File: config.mk
export PLATFORM = sky130hd
export DESIGN_NAME = reset_sequencer
export DESIGN_NICKNAME = d
export VERILOG_FILES = /design/src/rtl/reset_sequencer.sv
export SDC_FILE = /design/constraint.sdc
export NUM_CORES = 1
export LEC_CHECK = 0
export ABC_CLOCK_PERIOD_IN_PS = 2900
export CORE_ASPECT_RATIO = 0.7
export CORE_MARGIN = 2
export CORE_UTILIZATION = 34
export CTS_CLUSTER_DIAMETER = 120
export CTS_CLUSTER_SIZE = 10
export DETAILED_ROUTE_END_ITERATION = 10
export PLACE_DENSITY_LB_ADDON = 0.1
export REMOVE_ABC_BUFFERS = 1
export SYNTH_ARGS = -nofsm -noshare
export SYNTH_HDL_FRONTEND = slang
export SYNTH_SLANG_ARGS = --single-unit
File: constraint.sdc
create_clock -name clk -period 2.9 [get_ports clk]
set_clock_uncertainty 0.2 [all_clocks]
set_input_delay 0.435 -clock clk [delete_from_list [all_inputs] [get_ports clk]]
set_output_delay 0.435 -clock clk [all_outputs]
set_load 0.02 [all_outputs]
File: src/rtl/reset_sequencer.sv
// reset_sequencer
//   Releases the board's peripheral resets one at a time, in index order,
//   after a start pulse. Consecutive releases are STEP_DELAY ce ticks apart.
//   An optional CSR register reports status and lets software restart or
//   halt the sequence. The register is built only when RST_SEQ_CSR_EN is
//   defined.
//
// Parameters
//   NUM_STEPS  : number of sequenced resets (1..8)
//   STEP_DELAY : ce ticks between consecutive releases (1..255)
//   BASE_ADDR  : CSR address of the status/control register
//
// Ports
//   clk     in   single clock
//   rst     in   asynchronous active-high reset
//   ce      in   one-cycle 32 kHz tick
//   start   in   one-cycle pulse that (re)starts the sequence
//   hold    in   per-reset keep-in-reset mask
//   csr_a   in   CSR address
//   csr_di  in   CSR write data (bit 7 restart, bit 6 halt)
//   csr_we  in   CSR write strobe
//   csr_do  out  CSR read data {busy, done, 3'b000, step}; 8'h00 off-address
//   rst_out out  active-high reset requests, bit k drives peripheral k
//   done    out  high once every step has been released
module reset_sequencer #(
  parameter int         NUM_STEPS  = 6,
  parameter logic [7:0] STEP_DELAY = 8'd32,
  parameter logic [4:0] BASE_ADDR  = 5'h1d
) (
  input  logic                 clk,
  input  logic                 rst,
  input  logic                 ce,
  input  logic                 start,
  input  logic [NUM_STEPS-1:0] hold,
  input  logic [4:0]           csr_a,
  input  logic [7:0]           csr_di,
  input  logic                 csr_we,
  output logic [7:0]           csr_do,
  output logic [NUM_STEPS-1:0] rst_out,
  output logic                 done
);

  typedef enum logic [1:0] {
    ASSERT = 2'd0,
    WAIT   = 2'd1,
    DONE   = 2'd2
  } state_t;

  localparam logic [2:0] LAST_STEP = 3'(NUM_STEPS - 1);
  localparam logic [7:0] CNT_LAST  = STEP_DELAY - 8'd1;

  state_t               state;
  logic [NUM_STEPS-1:0] seq_mask;
  logic [2:0]           step;
  logic [7:0]           cnt;
  logic                 restart;
  logic                 halt;

`ifdef RST_SEQ_CSR_EN
  logic csr_sel;
  logic csr_unused;

  assign csr_sel    = (csr_a == BASE_ADDR);
  // start and a CSR restart in the same cycle merge into one restart.
  assign restart    = start | (csr_sel & csr_we & csr_di[7]);
  assign halt       = csr_sel & csr_we & csr_di[6];
  assign csr_do     = csr_sel ? {(state == WAIT), done, 3'b000, step} : 8'h00;
  assign csr_unused = ^csr_di[5:0];
`else
  logic csr_unused;

  assign restart    = start;
  assign halt       = 1'b0;
  assign csr_do     = 8'h00;
  assign csr_unused = ^{csr_a, csr_di, csr_we, BASE_ADDR};
`endif

  // hold is combinational so config bits act immediately and never
  // disturb the sequence timing.
  assign rst_out = seq_mask | hold;

  always_ff @(posedge clk or posedge rst) begin
    if (rst) begin
      state    <= ASSERT;
      seq_mask <= '1;
      step     <= 3'd0;
      cnt      <= 8'd0;
      done     <= 1'b0;
    end else if (halt || restart) begin
      // Halt wins over restart; either one swallows a coincident ce.
      state    <= halt ? ASSERT : WAIT;
      seq_mask <= '1;
      step     <= 3'd0;
      cnt      <= 8'd0;
      done     <= 1'b0;
    end else begin
      case (state)
        WAIT: begin
          if (ce) begin
            if (cnt == CNT_LAST) begin
              cnt <= 8'd0;
              // Releases go strictly in index order, so the still-asserted
              // bits are always the top ones: clearing bit 'step' is a shift.
              seq_mask <= seq_mask << 1;
              if (step == LAST_STEP) begin
                state <= DONE;
                done  <= 1'b1;
              end else begin
                step <= step + 3'd1;
              end
            end else begin
              cnt <= cnt + 8'd1;
            end
          end
        end
        default: ;
      endcase
    end
  end

endmodule

-- Word level (Yosys, flattened, before mapping)
Cells that the tools add are included.
Widths: inputs -> output; s select.
- flip-flop bits (word level): 20
- input bits: 24
- word-level logic and storage cells: 43
- add/subtract/negate cells: 2
- equal/unequal tests: 4
- muxes and demuxes: 23
- bitwise operators: 1
- reductions and logical operators: 8
- operator list (cell ; count):
    $mux 8 ; 4
    $mux 6 ; 4
    $mux 3 ; 5
    $mux 2 ; 5
    $add 8x1->8 const B ; 1
    $eq 8x5->1 const B ; 1
    $reduce_and 4->1 ; 2
    $reduce_bool 2->1 ; 4
    $or 6x6->6 ; 1
    $mux 1 ; 5
    $add 3x1->3 const B ; 1
    $eq 3x3->1 const B ; 1
    $reduce_and 3->1 ; 1
    $eq 2x1->1 const B ; 1
    $ne 2x2->1 const B ; 1
    $reduce_and 2->1 ; 1

-- Depth between registers and ports, before layout
Gate-level depths: netlist of run 1.
- word-level depth: 6
- mapped depth: 6
- depth with buffers taken out: 6

-- Worst setup path before layout of run 1
No wires, ideal clock.
- path kind: reg-to-reg
- start point: reg state[1]
- end point: reg seq_mask[1]
- arrival time: 1363 ps
- required time: 2617 ps
- setup slack: 1254 ps
- stages on the path, launching flop included: 7
- period minus slack after synthesis: 1646 ps
- cell sequence: dfrtp_1 and3b_1 buf_2 and3_4 buf_8 mux2i_1 nand2_1
- longest elaborated chain between the ends: 3
- RTL lines (element ; line ; text):
    start: declaration ; 52 ; state_t state;
    start signal: assignment ; 91 ; state <= halt ? ASSERT : WAIT;
    $eq 2x1->1 ; 97 ; case (state)
    $reduce_bool 2->1 (no source line) ; -- ;
    $reduce_and 3->1 (no source line) ; -- ;
    end signal: assignment ; 104 ; seq_mask <= seq_mask << 1;
    end: declaration ; 53 ; logic [NUM_STEPS-1:0] seq_mask;
No other way between the ends.
A chain may end at the register's enable or synchronous reset.

-- Worst setup path after layout of run 1
- start point: in hold[5]
- end point: out rst_out[5]
- longest elaborated chain between the ends: 1
- RTL lines (element ; line ; text):
    start: declaration ; 34 ; input logic [NUM_STEPS-1:0] hold,
    $or 6x6->6 ; 80 ; assign rst_out = seq_mask | hold;
    end: declaration ; 39 ; output logic [NUM_STEPS-1:0] rst_out,
No other way between the ends.

==> impl_metrics.json, run 1 <==
{
  "drc": 0,
  "cp_data_required_time_ns": 2.27,
  "drive_above_1_share_pct": 20.3,
  "cts-resized-gates": 0,
  "grt.total_usage_pct": 12.2,
  "synth_warnings": 0,
  "core_um2": 2840,
  "worst-path-max-fanout": 1,
  "postLayoutSetupSlackWorst_ns": 0.631,
  "start_util_pct": 36.5,
  "cts_setup_buffers": 0,
  "setup_viol": 0,
  "gp_congestion": 0.794,
  "cp.arrival_ns": 1.63,
  "drt_iter0_drc": 39,
  "yosys_register_bits": 19,
  "leakagePower_nw": 0.509,
  "async_flop_share_pct": 100,
  "clock_power_share_pct": 36.9,
  "die_area_um2": 3520,
  "cp_slowest_cell": "clkdlybuf4s50_1",
  "clockBufferDepth": 2,
  "pwr_density_cell_nw_per_um2": 396,
  "hold_viol_final": 0,
  "fill_cells": 286,
  "worstMarginPinSlew_ns": 0.740,
  "syn_area_um2": 1040,
  "grt_overflow": 0,
  "placed_area_um2": 1200,
  "diodes": 0,
  "crit_type": "input pin to output pin",
  "die_w_um": 70.0,
  "cts.clk_slew.worst_paths_ns": 0.07,
  "area_delta_synth_final_pct": 20.0,
  "cts_hold_buf": 0,
  "grt_start_max_net_pins": 20,
  "path_cells": "clkdlybuf4s50_1, or2_2, clkdlybuf4s50_1",
  "grt_setup_unrepaired": "false",
  "setup_tns_ns": 0,
  "cts-buffers-inserted": 3,
  "drv_cap": 0,
  "cts_sinks": 19,
  "first_global_vias": 673,
  "synth.top_cell.area_share_pct": 31.4,
  "p_int_uw": 381,
  "grt_pass1_wl_um": 3350,
  "relSlewSlack_pct": 50.6,
  "syn_avg_cell_area_um2": 10.4,
  "clock_latency_ns": 0.25,
  "dp_hpwl_um": 1310,
  "design_power_total_uw": 493,
  "rows": 16,
  "worstReg2RegStart": "cnt[0]",
  "cts_root_buffer": "clkbuf_8",
  "h-tree-depth": 1,
  "fin_nets": 146,
  "synth_area_leaders": "dfrtp_1, dfstp_2, buf_4, mux2i_1, ha_1",
  "post-route-util_pct": 43.8,
  "antenna_found_initial": 0,
  "worst_path_most_repeated_cell": "clkdlybuf4s50_1",
  "wirelength_um": 1780,
  "start_kind": "input pin",
  "hp-class": "flop to flop",
  "ant_nets": 0,
  "switching_share_pct": 22.7,
  "power_frac_comb_pct": 8.4,
  "vias_per_cell": 4.60,
  "drt_pre_antenna_iters": 4,
  "cpPeakStageDelay_ns": 0.53,
  "cts_tree": "yes",
  "design_area_um2": 1240,
  "ys.flop_type": "dfrtp_1",
  "worstSetupEndpointType": "output pin",
  "port-buffer-count": 16,
  "boundaryPins": 39,
  "synth_cell_types": 33,
  "synth-edff-count": 0,
  "synth_area_leader_cell": "dfrtp_1",
  "hp-start": "state[0]",
  "p_seq_share_pct": 54.7,
  "setup.reg_to_reg.worst_slack_ns": 1.09,
  "crit_start": "hold[5]",
  "wl_per_cell_um": 11.6,
  "slew_viol_final": 0,
  "synth_cells": 100,
  "outcome": "finished, final reports clean",
  "power_switching_uw": 112,
  "yosysSeqAreaShare_pct": 46.6,
  "die_h_um": 50.2,
  "min_period_over_period_pct": 78.2,
  "pre_cts_ws_ns": 0.632,
  "fmax_mhz": 441,
  "min_period_ns": 2.27,
  "ir_drop_mv": 0.260,
  "vias": 708
}
-- metrics by stage --
step	instances	hold slack [ns]
after floorplan	96	0.182
after global routing	154	0.354
after CTS	154	0.308
after global placement	150	0.287
after detailed placement	150	0.292
final	154	0.305
-- cell type report --
| cell class | count | area [um2] | area share [%] |
|---|---|---|---|
| inverter | 5 | 18.8 | 1.51 |
| timing repair buffer | 18 | 175 | 14.1 |
| tap | 36 | 45.0 | 3.62 |
| clock buffer | 4 | 45.0 | 3.62 |
| multi-input combinational | 72 | 478 | 38.4 |
| sequential | 19 | 483 | 38.8 |
-- path summary, 6_finish.rpt --
check                             end  cells past startpoint
min                          state[0]                      1
max reg2reg                  state[0]                      5
min in group asynchronous      cnt[4]                      2
max                        rst_out[5]                      3
max in group asynchronous      cnt[7]                      2
min reg2reg                  state[0]                      1
-- placed cells by master, fill, tap and decap left out, drive strengths merged, types with 2 or more instances in the layout --
master,instances
nor3,7
dfstp,6
ha,3
nor2,6
conb,8
a21oi,4
clkdlybuf4s50,16
xor2,4
clkbuf,4
nand4,3
dfrtp,13
a211oi,2
or2,6
nand2,10
nand3,2
inv,5
buf,2
xnor2,3
mux2i,5
-- state kept, by name, indices dropped and copies added (netlist names) --
| signal | count |
|---|---|
| cnt | 8 |
| state | 2 |
| seq_mask | 6 |
| step | 3 |
-- cell usage after synthesis, types with 3 or more instances --
cell type	count
dfrtp_1	13
nand2_1	10
buf_4	8
dfstp_2	6
nor3_1	6
or2_2	6
inv_1	5
mux2i_1	5
nor2_1	5
a21oi_1	4
xor2_1	4
ha_1	3
xnor2_1	3
-- kinds of logic after synthesis --
kind of cell    share of synthesized area (%)
mux                                      6.27
compound gates                           5.79
xor+xnor                                 5.91
simple gates                             21.6
fa+ha+maj                                3.62
flops                                    46.6
other cells                             0.362
buf+inv                                  9.89
-- per-layer routing --
layer | share of wire [%] | track usage, %
met1 | 53 | 16.6
met2 | 39 | 18.3
met3 | 6.6 | 5.22
met4 | 0.73 | 2.88
met5 | 0 | 0
-- power groups by stage --
stage / Clock (mW) / Sequential (mW) / Combinational, mW
floorplan: 0 / 0.274 / 0.0209
global placement: 0 / 0.274 / 0.0417
detailed placement: 0 / 0.274 / 0.0415
CTS: 0.190 / 0.269 / 0.0418
global route: 0.209 / 0.270 / 0.0459
finish: 0.182 / 0.270 / 0.0412
-- critical path, delay by kind of cell --
kind | cells | cell delay (ns)
buffers and inverters | 2 | 0.93
AND/OR/NAND/NOR | 1 | 0.26
No activity file was read; power rests on OpenSTA's default activity.
==> run 2: changes to the inputs <==
- ABC_CLOCK_PERIOD_IN_PS: 2900 -> 2200
- clock period: 2.9 -> 2.2 ns (I/O delays scaled with it)
==> impl_metrics.json, run 2 (synthesis results as in run 1) <==
{
  "grt_pass1_wl_um": 3120,
  "p_int_uw": 500,
  "min_period_ns": 2.05,
  "power_frac_comb_pct": 8.5,
  "start_util_pct": 36.5,
  "grt_util_met1_pct": 16.2,
  "area_delta_synth_final_pct": 20.9,
  "drc": 0,
  "pwr_density_cell_nw_per_um2": 517,
  "largest_reg_flops": 8,
  "worst-path-max-fanout": 1,
  "setup_tns_ns": 0,
  "cts-resized-gates": 0,
  "cts.clk_slew.worst_paths_ns": 0.07,
  "grt.total_usage_pct": 11.7,
  "cts_root_buffer": "clkbuf_8",
  "die_area_um2": 3520,
  "setup_viol": 0,
  "met2_usage_pct": 16.0,
  "port-buffer-count": 16,
  "clockBufferDepth": 2,
  "h-tree-depth": 1,
  "design_power_total_uw": 649,
  "wirelength_um": 1720,
  "diodes": 0,
  "start_kind": "input pin",
  "cts_setup_buffers": 0,
  "hold_viol_final": 0,
  "min_period_over_period_pct": 93.1,
  "antenna_found_initial": 0,
  "die_h_um": 50.2,
  "grt_setup_unrepaired": "false",
  "grt-busiest-layer": "met1",
  "core_um2": 2840,
  "grt_overflow": 0,
  "drt_iter0_drc": 42,
  "pre_cts_ws_ns": 0.146,
  "largest-register": "cnt",
  "power_switching_uw": 149,
  "final_cell_mix": "clkdlybuf4s50_1, dfrtp_1, nand2_1",
  "clock_latency_ns": 0.25,
  "wl_per_cell_um": 11.1,
  "fin_nets": 147,
  "rows": 16,
  "outcome": "finished, final reports clean",
  "fmax_mhz": 488,
  "cp_data_required_time_ns": 1.67,
  "cts_hold_buf": 0,
  "vias_per_cell": 4.78,
  "clock_power_share_pct": 36.7,
  "reg_top3": "cnt: 8 flops, seq_mask: 6 flops, step: 3 flops",
  "final_common_cell": "clkdlybuf4s50_1",
  "gp_congestion": 0.744,
  "crit_start": "hold[3]",
  "p_seq_share_pct": 54.8,
  "switching_share_pct": 22.9,
  "vias": 741,
  "ir_drop_mv": 0.291,
  "hp-class": "input pin to asynchronous set/reset pin",
  "first_global_vias": 667,
  "post-route-util_pct": 44.1,
  "drive_above_1_share_pct": 21.8,
  "grt_start_max_net_pins": 20,
  "worstReg2RegStart": "cnt[0]",
  "die_w_um": 70.0,
  "dp_hpwl_um": 1290,
  "leakagePower_nw": 0.517,
  "slew_viol_final": 0,
  "crit_type": "input pin to output pin",
  "fin_cells": 155,
  "worstSetupEndpointType": "output pin",
  "cts_sinks": 19,
  "cts_tree": "yes",
  "cts-buffers-inserted": 3,
  "dp.cells": 151,
  "drv_cap": 0,
  "cp.arrival_ns": 1.52,
  "boundaryPins": 39,
  "drt_pre_antenna_iters": 4,
  "ant_nets": 0,
  "postLayoutSetupSlackWorst_ns": 0.151,
  "met3_usage_pct": 4.82
}
==> run 2: changes by cell type in the layout (fill, tap and decap cells not counted), sizes merged <==
cell and delta:
buf +1, clkbuf -1, clkinv +1
==> run 2: power by group through the flow <==
stage | logic, mW | clock network, mW | registers (mW)
after floorplan | 0.0275 | 0 | 0.361
after global placement | 0.0564 | 0 | 0.361
after detailed placement | 0.0559 | 0 | 0.362
after CTS | 0.0560 | 0.249 | 0.355
after global routing | 0.0614 | 0.270 | 0.356
final | 0.0549 | 0.238 | 0.355
==> run 2: critical path, cell delays in order <==
cell             delay [ns]
clkdlybuf4s50_1        0.39
or2_2                  0.26
clkdlybuf4s50_1        0.54
==> run 2: final timing paths <==
check,slack (ns),cells past startpoint,end
worst min-delay path,0.19,3,state[1]
worst min register to register,0.30,2,seq_mask[0]
worst max register to register,0.41,5,state[0]
min in group clk,0.30,2,seq_mask[0]
worst max-delay path,0.15,3,rst_out[3]
max in group asynchronous,1.35,3,seq_mask[3]
==> run 2: area by class of cell <==
type                            count  area, um2
Fill cell                         276       1590
Sequential cell                    19        483
Multi-Input combinational cell     72        478
Inverter                            5       18.8
Timing Repair Buffer               19        183
Clock buffer                        3       41.3
Clock inverter                      1       5.00
Tap cell                           36       45.0
==> run 2: per-layer routing <==
metal / share of wire (%) / vias up
met5: 0 / -
met4: 1.7 / 0
li1: - / 360
met3: 7.0 / 4
met1: 51 / 353
met2: 40 / 24
==> run 2: per-stage QoR <==
step | instance area [um2] | hold slack, ns
finish | 1250 | 0.194
global route | 1250 | 0.202
CTS | 1250 | 0.200
detailed placement | 1210 | 0.292
global placement | 1210 | 0.283
floorplan | 980 | 0.0767
